**src/rtl/raster_pkg.sv**
```systemverilog
// rtl/raster_pkg.sv - shared types and constants for the raster tile walker
// Contents: coord_t coordinate type, walker_state_e FSM encoding,
//           default tile size, coordinate width and plane-equation latency.
package raster_pkg;

    localparam int RASTER_COORD_W = 16;
    localparam int TILE_SIZE_DEF  = 2;
    // Fixed latency of the downstream plane-equation evaluator, tile issue to z.
    localparam int PLANE_EQ_LAT   = 20;

    typedef logic [RASTER_COORD_W-1:0] coord_t;

    typedef enum logic [0:0] {
        IDLE = 1'b0,
        WALK = 1'b1
    } walker_state_e;

endpackage

```
**src/rtl/shift_reg.sv**
```systemverilog
// rtl/shift_reg.sv - fixed-depth pipeline delay line with clock enable
// Ports: clk, rst (sync active-low), clk_en (advance), din -> dout after DEPTH enabled cycles.
module shift_reg #(
    parameter int WIDTH = 8,
    parameter int DEPTH = 4
) (
    input  logic             clk,
    input  logic             rst,
    input  logic             clk_en,
    input  logic [WIDTH-1:0] din,
    output logic [WIDTH-1:0] dout
);

    logic [WIDTH-1:0] stg [DEPTH];

    always_ff @(posedge clk) begin
        if (!rst) begin
            for (int i = 0; i < DEPTH; i++) begin
                stg[i] <= '0;
            end
        end else if (clk_en) begin
            stg[0] <= din;
            for (int i = 1; i < DEPTH; i++) begin
                stg[i] <= stg[i-1];
            end
        end
    end

    assign dout = stg[DEPTH-1];

endmodule

```
**src/rtl/tile_mask_gen.sv**
```systemverilog
// rtl/tile_mask_gen.sv - combinational per-pixel bbox coverage for one tile
// Ports: cx, cy (tile origin), xmin/ymin/xmax/ymax (raw inclusive bbox) -> mask,
//        bit i*SIZE+j covers pixel (cx+j, cy+i).
module tile_mask_gen #(
    parameter int SIZE    = 2,
    parameter int COORD_W = 16
) (
    input  logic [COORD_W-1:0]   cx,
    input  logic [COORD_W-1:0]   cy,
    input  logic [COORD_W-1:0]   xmin,
    input  logic [COORD_W-1:0]   ymin,
    input  logic [COORD_W-1:0]   xmax,
    input  logic [COORD_W-1:0]   ymax,
    output logic [SIZE*SIZE-1:0] mask
);

    localparam int W = COORD_W + 1;

    // One extra bit so pixels past the top of the coordinate range never
    // alias back to small values and falsely match the bbox.
    for (genvar i = 0; i < SIZE; i++) begin : g_row
        for (genvar j = 0; j < SIZE; j++) begin : g_col
            logic [W-1:0] px;
            logic [W-1:0] py;
            assign px = {1'b0, cx} + W'(j);
            assign py = {1'b0, cy} + W'(i);
            assign mask[i*SIZE+j] = (px >= {1'b0, xmin}) && (px <= {1'b0, xmax}) &&
                                    (py >= {1'b0, ymin}) && (py <= {1'b0, ymax});
        end
    end

endmodule

```
**src/rtl/raster_tile_walker.sv**
```systemverilog
// rtl/raster_tile_walker.sv - walks a bbox in SIZE x SIZE tiles, emits aligned coverage
// Ports: clk, rst (sync active-low); bbox_valid/bbox_ready, xmin/ymin/xmax/ymax in;
//        tile_en throttle; tile_x/tile_y/tile_valid to the plane-equation block;
//        z_valid/z_mask/z_last delayed PIPE_LAT; busy.
// Optional: RASTER_TILE_PERF_EN adds saturating perf_tiles/perf_throttle counters.
module raster_tile_walker
    import raster_pkg::*;
#(
    parameter int SIZE     = TILE_SIZE_DEF,
    parameter int PIPE_LAT = PLANE_EQ_LAT,
    parameter int COORD_W  = RASTER_COORD_W
) (
    input  logic                 clk,
    input  logic                 rst,
    input  logic                 bbox_valid,
    output logic                 bbox_ready,
    input  logic [COORD_W-1:0]   xmin,
    input  logic [COORD_W-1:0]   ymin,
    input  logic [COORD_W-1:0]   xmax,
    input  logic [COORD_W-1:0]   ymax,
    input  logic                 tile_en,
    output logic [COORD_W-1:0]   tile_x,
    output logic [COORD_W-1:0]   tile_y,
    output logic                 tile_valid,
    output logic                 z_valid,
    output logic [SIZE*SIZE-1:0] z_mask,
    output logic                 z_last,
`ifdef RASTER_TILE_PERF_EN
    output logic [31:0]          perf_tiles,
    output logic [31:0]          perf_throttle,
`endif
    output logic                 busy
);

    localparam int W     = COORD_W + 1;
    localparam int MW    = SIZE * SIZE;
    localparam int CNT_W = $clog2(PIPE_LAT + 1);
    localparam logic [COORD_W-1:0] ALIGN = ~COORD_W'(SIZE - 1);
    localparam logic [W-1:0]       STEP  = W'(SIZE);

    walker_state_e      state;
    logic [COORD_W-1:0] cx, cy;
    logic [COORD_W-1:0] bx0, by0, bx1, by1;
    logic [MW-1:0]      tile_mask;
    logic               tile_last;
    logic [MW-1:0]      cur_mask;
    logic [W-1:0]       cx_sum, cy_sum;
    logic               row_wrap, walk_done;
    logic [CNT_W-1:0]   inflight;

    tile_mask_gen #(.SIZE(SIZE), .COORD_W(COORD_W)) u_mask (
        .cx   (cx),
        .cy   (cy),
        .xmin (bx0),
        .ymin (by0),
        .xmax (bx1),
        .ymax (by1),
        .mask (cur_mask)
    );

    assign cx_sum    = {1'b0, cx} + STEP;
    assign cy_sum    = {1'b0, cy} + STEP;
    assign row_wrap  = cx_sum > {1'b0, bx1};
    assign walk_done = row_wrap && (cy_sum > {1'b0, by1});

    always_ff @(posedge clk) begin
        if (!rst) begin
            state      <= IDLE;
            bbox_ready <= 1'b0;
            tile_valid <= 1'b0;
            tile_x     <= '0;
            tile_y     <= '0;
            tile_mask  <= '0;
            tile_last  <= 1'b0;
            cx         <= '0;
            cy         <= '0;
            bx0        <= '0;
            by0        <= '0;
            bx1        <= '0;
            by1        <= '0;
        end else begin
            // Mask and last are only meaningful alongside tile_valid; keep them
            // zero otherwise so the delay line carries clean idle slots.
            tile_valid <= 1'b0;
            tile_mask  <= '0;
            tile_last  <= 1'b0;
            case (state)
                IDLE: begin
                    bbox_ready <= 1'b1;
                    if (bbox_valid && bbox_ready) begin
                        bx0 <= xmin;
                        by0 <= ymin;
                        bx1 <= xmax;
                        by1 <= ymax;
                        cx  <= xmin & ALIGN;
                        cy  <= ymin & ALIGN;
                        if (!((xmin > xmax) || (ymin > ymax))) begin
                            state      <= WALK;
                            bbox_ready <= 1'b0;
                        end
                    end
                end
                WALK: begin
                    if (tile_en) begin
                        tile_valid <= 1'b1;
                        tile_x     <= cx;
                        tile_y     <= cy;
                        tile_mask  <= cur_mask;
                        if (row_wrap) begin
                            cx <= bx0 & ALIGN;
                            cy <= cy_sum[COORD_W-1:0];
                            if (walk_done) begin
                                tile_last  <= 1'b1;
                                state      <= IDLE;
                                bbox_ready <= 1'b1;
                            end
                        end else begin
                            cx <= cx_sum[COORD_W-1:0];
                        end
                    end
                end
                default: state <= IDLE;
            endcase
        end
    end

    // The evaluator is free-running, so the coverage pipe never stalls.
    shift_reg #(.WIDTH(MW + 2), .DEPTH(PIPE_LAT)) u_delay (
        .clk    (clk),
        .rst    (rst),
        .clk_en (1'b1),
        .din    ({tile_valid, tile_mask, tile_last}),
        .dout   ({z_valid, z_mask, z_last})
    );

    // Number of valid tiles currently inside the delay line.
    always_ff @(posedge clk) begin
        if (!rst) begin
            inflight <= '0;
        end else begin
            inflight <= inflight + CNT_W'(tile_valid) - CNT_W'(z_valid);
        end
    end

    assign busy = (state == WALK) || tile_valid || (inflight != '0);

`ifdef RASTER_TILE_PERF_EN
    always_ff @(posedge clk) begin
        if (!rst) begin
            perf_tiles    <= '0;
            perf_throttle <= '0;
        end else if (state == WALK) begin
            if (tile_en && (perf_tiles != 32'hFFFF_FFFF)) begin
                perf_tiles <= perf_tiles + 32'd1;
            end
            if (!tile_en && (perf_throttle != 32'hFFFF_FFFF)) begin
                perf_throttle <= perf_throttle + 32'd1;
            end
        end
    end
`endif

endmodule

```
**config.mk**
```make
export PLATFORM = sky130hd
export DESIGN_NAME = raster_tile_walker
export DESIGN_NICKNAME = d
export VERILOG_FILES = /design/src/rtl/raster_pkg.sv /design/src/rtl/shift_reg.sv /design/src/rtl/tile_mask_gen.sv /design/src/rtl/raster_tile_walker.sv
export SDC_FILE = /design/constraint.sdc
export NUM_CORES = 1
export LEC_CHECK = 0
export ABC_AREA = 1
export CORE_MARGIN = 2
export CORE_UTILIZATION = 53
export DETAILED_ROUTE_END_ITERATION = 10
export HOLD_SLACK_MARGIN = 0.05
export PLACE_DENSITY = 0.89
export SYNTH_ARGS = -nofsm -noshare
export SYNTH_HDL_FRONTEND = slang
export SYNTH_SLANG_ARGS = --single-unit
```
**constraint.sdc**
```tcl
create_clock -name clk -period 2.51 [get_ports clk]
set_input_delay 0.502 -clock clk [delete_from_list [all_inputs] [get_ports clk]]
set_output_delay 0.502 -clock clk [all_outputs]
set_load 0.02 [all_outputs]
```
Word-level counts from Yosys, hierarchy flattened
Memory sizes are Yosys's and may differ from the RTL's.
Cells that the tools add are included.
- multiply operators: 0
- shift operators: 0
- add/sub/neg operators: 6
- div/mod/pow operators: 0
- bitwise operators: 21
- equality and inequality tests: 4
- $lt $le $gt $ge: 12
- reduce and logical (&&, ||, !) cells: 24
- multiplexer cells: 45
- operators by type and width (operator ; number):
    6-bit two-way mux ; 20
    16-bit two-way mux ; 6
    16-bit case mux with 2 select lines ; 2
    16-bit by 1-bit adder with 17-bit output, second input constant ; 2
    16-bit by 2-bit adder with 17-bit output, second input constant ; 2
    17-bit by 16-bit greater-or-equal comparator with 1-bit output ; 2
    17-bit by 16-bit greater-than comparator with 1-bit output ; 2
    17-bit by 16-bit <= comparator with 1-bit output ; 2
    16-bit greater-or-equal comparator ; 2
    16-bit greater-than comparator ; 2
    16-bit <= comparator ; 2
    1-bit bitwise OR ; 20
    1-bit two-way mux ; 15
    1-bit logical AND ; 12
    3-bit AND reduction ; 3
    2-bit AND reduction ; 4
    5-bit by 1-bit adder with 5-bit output ; 1
    5-bit nonzero test ; 1
    5-bit by 1-bit subtractor with 5-bit output ; 1
    2-bit by 1-bit != test with 1-bit output, second input constant ; 2
    2-bit != test, second input constant ; 2
    1-bit case mux with 2 select lines ; 2
    4-bit AND reduction ; 1
    1-bit logical OR ; 3
    1-bit NOT ; 1
- output and inout bits: 41
- bits in latches: 0
- memory bits (writable): 120
- memories: 1
- bits in registers: 141
- logic and storage cells: 127
- ROM bits: 0
- memories (name ; depth ; bits a word ; rd ports ; clocked after memory_dff ; write ports ; RTL line ; text):
    u_delay.stg ; 20 ; 6 ; 20 ; 0 ; 20 ; shift_reg.sv:14 ; logic [WIDTH-1:0] stg [DEPTH];

Logic depth before layout (Yosys ltp)
- word-level depth: 7
- gate-level depth with buffers: 24
- depth with buffers taken out: 23

Cells and area by module
Synthesis repeated with hierarchy kept, for this count alone.
- cells, all modules: 2095
- area, all modules: 16211.8 µm²
- modules (own cells, without submodules) (module ; times used ; seq. area each (µm²) ; cells each ; area each (µm²)):
    raster_tile_walker ; 1 ; 2742.6 ; 1080 ; 7566.0
    shift_reg ; 1 ; 3603.5 ; 381 ; 4674.5
    tile_mask_gen ; 1 ; 0.0 ; 634 ; 3971.3

Least setup slack after synthesis
No wires, ideal clock.
- path type: register -> register
- start: register cx[1]
- end: register cy[13]
- setup slack: -0.161 ns
- stages on the path, launching flop included: 24
- clock period less this slack: 2.671 ns
- library setup time: 0.113 ns
- buffers on the path: 1
- data arrival time: 2.558 ns
- cell sequence: dfxtp_1 ha_1 nand2_1 inv_1 nand3_1 nor2_1 nand4_1 xor2_1 ha_1 nand2_1 inv_1 nand2_1 nand2_1 nand2_1 nand2_1 nor2_1 nand2_2 nand2_4 inv_4 nand2_4 nand2_4 buf_6 o21ai_1 nor2_1
- cells in the longest elaborated chain, start to end: 4
- ends and longest elaborated chain (what ; RTL line ; text):
    start: declaration ; raster_tile_walker.sv:42 ; logic [COORD_W-1:0] cx, cy;
    start signal: assignment ; raster_tile_walker.sv:95 ; cx <= xmin & ALIGN;
    start signal: assignment ; raster_tile_walker.sv:110 ; cx <= bx0 & ALIGN;
    start signal: assignment ; raster_tile_walker.sv:118 ; cx <= cx_sum[COORD_W-1:0];
    16-bit by 2-bit adder with 17-bit output ; raster_tile_walker.sv:61 ; assign cx_sum = {1'b0, cx} + STEP;
    17-bit by 16-bit greater-than comparator with 1-bit output ; raster_tile_walker.sv:63 ; assign row_wrap = cx_sum > {1'b0, bx1};
    2-bit by 1-bit != test with 1-bit output (no source line) ; -- ;
    3-bit AND reduction (no source line) ; -- ;
    end signal: assignment ; raster_tile_walker.sv:96 ; cy <= ymin & ALIGN;
    end signal: assignment ; raster_tile_walker.sv:111 ; cy <= cy_sum[COORD_W-1:0];
    end: declaration ; raster_tile_walker.sv:42 ;
No other way between the ends.
A chain may end at the register's enable or synchronous reset.

Final worst setup path
- start: register cx[2]
- end: register state
- cells in the longest elaborated chain, start to end: 7
- ends and longest elaborated chain (what ; RTL line ; text):
    16-bit by 2-bit adder with 17-bit output (*) ; raster_tile_walker.sv:61 ;
    17-bit by 16-bit greater-than comparator with 1-bit output (*) ; raster_tile_walker.sv:63 ;
    1-bit logical AND ; raster_tile_walker.sv:64 ; assign walk_done = row_wrap && (cy_sum > {1'b0, by1});
    1-bit two-way mux ; raster_tile_walker.sv:112 ; if (walk_done) begin
    1-bit two-way mux (*) ; raster_tile_walker.sv:109 ; if (row_wrap) begin
    1-bit two-way mux (*) ; raster_tile_walker.sv:104 ; if (tile_en) begin
    1-bit case mux with 2 select lines (*) ; raster_tile_walker.sv:87 ; case (state)
    end signal: assignment ; raster_tile_walker.sv:98 ; state <= WALK;
    end signal: assignment ; raster_tile_walker.sv:114 ; state <= IDLE;
    end signal: assignment ; raster_tile_walker.sv:122 ; default: state <= IDLE;
    end: declaration ; raster_tile_walker.sv:41 ; walker_state_e state;
Every way passes the cells marked *; elsewhere a longest branch is shown, timed or not.

==> results.sh <==
export IMPL_status="finished with violations"
export IMPL_violations="negative setup slack"
export IMPL_cts_made_buffers=27
export IMPL_hold_path_class="in2reg"
export IMPL_max_slew_margin_rel_pct=65.3
export IMPL_worstMarginPinSlew_ns=0.516
export IMPL_path_clk_slew_ns=0.06
export IMPL_final_net_count=2262
export IMPL_power_leakage_nw=8.79
export IMPL_cts_sinks=257
export IMPL_dr_first_iter_drc_count=837
export IMPL_hold_ws_ns=0.287
export IMPL_ant_nets=0
export IMPL_dr_total_vias=12496
export IMPL_grt_pass1_vias=12191
export IMPL_maxCapViolations=0
export IMPL_finalMaxSlewViolations=0
export IMPL_start_util_pct=54.1
export IMPL_diodes=0
export IMPL_synth_edf_count=0
export IMPL_ys_seq_elements=257
export IMPL_syn_to_final_growth_pct=25.4
export IMPL_dr_pass1_iters=5
export IMPL_crit_path_start_kind="flop"
export IMPL_hold_viol=0
export IMPL_final_common_cell="inv_1"
export IMPL_power_per_cell_area_nw_per_um2=777
export IMPL_grt_usage_pct=27.8
export IMPL_grt_max_degree=71
export IMPL_holdBufCountCts=0
export IMPL_ctsHtreeMaxLevel=1
export IMPL_die_x_microns=165
export IMPL_gp_congestion=0.955
export IMPL_grt_overflow=0
export IMPL_wl_per_cell_microns=15.9
export IMPL_core_area_sq_um=25300
export IMPL_n_fill_cell=2012
export IMPL_yosysWarnings=0
export IMPL_clkLatencyLatePin_ns=0.56
export IMPL_yosysTopAreaCellShare_pct=37.6
export IMPL_synthCells=1828
export IMPL_arrival_ns=3.22
export IMPL_final_cell_mix="inv_1, nand2_1, dfxtp_1"
export IMPL_die_y_microns=165
export IMPL_setup_viol=33
export IMPL_rsz0062_at_grt="true"
export IMPL_seq_area_frac_synth_pct=37.6
export IMPL_root_buffer="clkbuf_16"
export IMPL_syn_area_sq_um=13700
export IMPL_synth_main_ff_cell="dfxtp_1"
export IMPL_drc=0
export IMPL_ir_worst_vdd_mv=0.480
export IMPL_avgSynthCellArea_sq_um=7.48
export IMPL_io_pins=109
export IMPL_finalWirelength_mm=37.4
export IMPL_critPathMaxFanout=4
export IMPL_io_buffers=106
export IMPL_timing_final_ws_setup_ns=-0.281
export IMPL_timing_final_crit_share_pct=111
export IMPL_place_ws_ns=-0.342
export IMPL_ys_types=43
export IMPL_critical_path_class="reg2reg"
export IMPL_synth_top_area_cell="dfxtp_1"
export IMPL_finClkSkew_ns=0.0236
export IMPL_fp_row_count=58
export IMPL_fmax_mhz=358
export IMPL_grt_pass1_wl_mm=59.9
export IMPL_ys_async_sr_fraction_pct=0
export IMPL_drive_gt1_share_pct=13.7
export IMPL_vias_per_cell=5.31
export IMPL_min_period_ns=2.79
export IMPL_utilization_pct=67.9
export IMPL_end_kind="flop"
export IMPL_cts_tree="done"
export IMPL_antenna_found_initial=0
export IMPL_post_dp_hpwl_mm=27.3
export IMPL_die_area_sq_um=27100
export IMPL_clockBufferDepth=3
export IMPL_cp_required_ns=2.94
export IMPL_yosys_top_cells_area="dfxtp_1, ha_1, nand2_1"
final timing paths:
kind,start,endpoint,slack [ns],cells after the start
worst max register to register,cx[2]$_SDFFE_PN0P_,state$_SDFF_PN0_,-0.28,20
worst min-delay path,rst,u_delay.stg[0][100]$_SDFF_PN0_,0.29,3
worst min register to register,tile_mask[0]$_SDFF_PN0_,u_delay.stg[0][1]$_SDFF_PN0_,0.40,2
worst max-delay path,cx[2]$_SDFFE_PN0P_,state$_SDFF_PN0_,-0.28,20
power by group:
group          switching (W)  internal [W]
clock network        0.00169       0.00222
logic                0.00291       0.00193
registers           0.000203       0.00437
what timing repair did:
item                                    CTS  global route
pin swaps                                56            24
setup buffers                            24             1
gates resized for setup                  68            39
gates cloned                              4             0
endpoints found under the setup margin   33            33
endpoints found under the hold margin     0             0
routing by layer:
metal  GRT usage (%)  part of all wire (%)
met3            3.99                   6.3
met5               0                     0
met4            11.9                   4.6
met1            34.7                    42
met2            47.9                    47
cell usage after synthesis (2+ instances only):
cell type / count
or2_2: 2
o31ai_1: 2
nand3_1: 40
inv_1: 334
nor2_2: 3
nand4_1: 24
inv_2: 3
xnor2_1: 4
xor2_1: 16
o211ai_1: 16
nand2_4: 3
a211oi_1: 21
buf_1: 9
and2_1: 2
dfxtp_1: 257
o21bai_1: 2
clkbuf_1: 65
o21ai_1: 10
buf_6: 2
ha_1: 188
o21a_1: 4
nand2_2: 3
o2111ai_1: 3
a21oi_1: 146
nor3_1: 16
nand2_1: 338
a21o_1: 6
inv_4: 2
o21ai_0: 137
nor2_1: 147
nor4_1: 4
buf_4: 8
registers in the layout, indices dropped and copies added (netlist names):
signal,flops
bx1,16
bbox_ready,1
state,1
inflight,5
tile_x,15
cx,15
bx0,16
by1,16
tile_valid,1
cy,15
u_delay.stg,120
by0,16
tile_y,15
tile_mask,4
tile_last,1
final cells by class:
type | instances | area, sq um | share of cell area (%)
multi-input cells | 1151 | 7340 | 42.8
well taps | 330 | 413 | 2.41
flip-flops and latches | 257 | 5160 | 30.1
inverters | 339 | 1290 | 7.54
clock inverters | 12 | 119 | 0.693
repair inverters | 1 | 11.3 | 0.0657
repair buffers | 228 | 2050 | 12.0
clock buffers | 36 | 749 | 4.37
stage by stage:
stage               cell area (sq um)  power, W  setup TNS [ns]  std cells
finish                          17100    0.0133           -7.50       2354
global placement                15700   0.00880           -8.22       2282
floorplan                       13700   0.00742               0       1829
detailed placement              15700   0.00894           -8.74       2282
CTS                             17000    0.0131           -4.28       2354
global route                    17100    0.0141          -12.66       2354
worst max-delay path, stage by stage, from the launching register on:
cell and delay, ns:
dfxtp_2 0.36, ha_4 0.15, nand2_2 0.05, inv_2 0.08, nand3_4 0.08, nor2_4 0.13
nand4_1 0.15, xor2_2 0.18, ha_1 0.27, nand2_1 0.06, buf_4 0.14, nor2_4 0.11
nand3_2 0.11, nand2_4 0.11, buf_4 0.12, buf_6 0.10, nand3_4 0.10, o21ai_2 0.14
nand3_2 0.09, nand2_1 0.08, inv_1 0.05
cell families after synthesis:
| family | synth area share (%) |
|---|---|
| AND/OR/NAND/NOR | 17.7 |
| buffers and inverters | 12.0 |
| AO/OA/AOI/OAI | 14.0 |
| flip-flops | 37.6 |
| adder cells (fa/ha/maj) | 17.4 |
| XOR/XNOR | 1.28 |
| other | 0.0274 |
(Power assumes the default switching activity.)
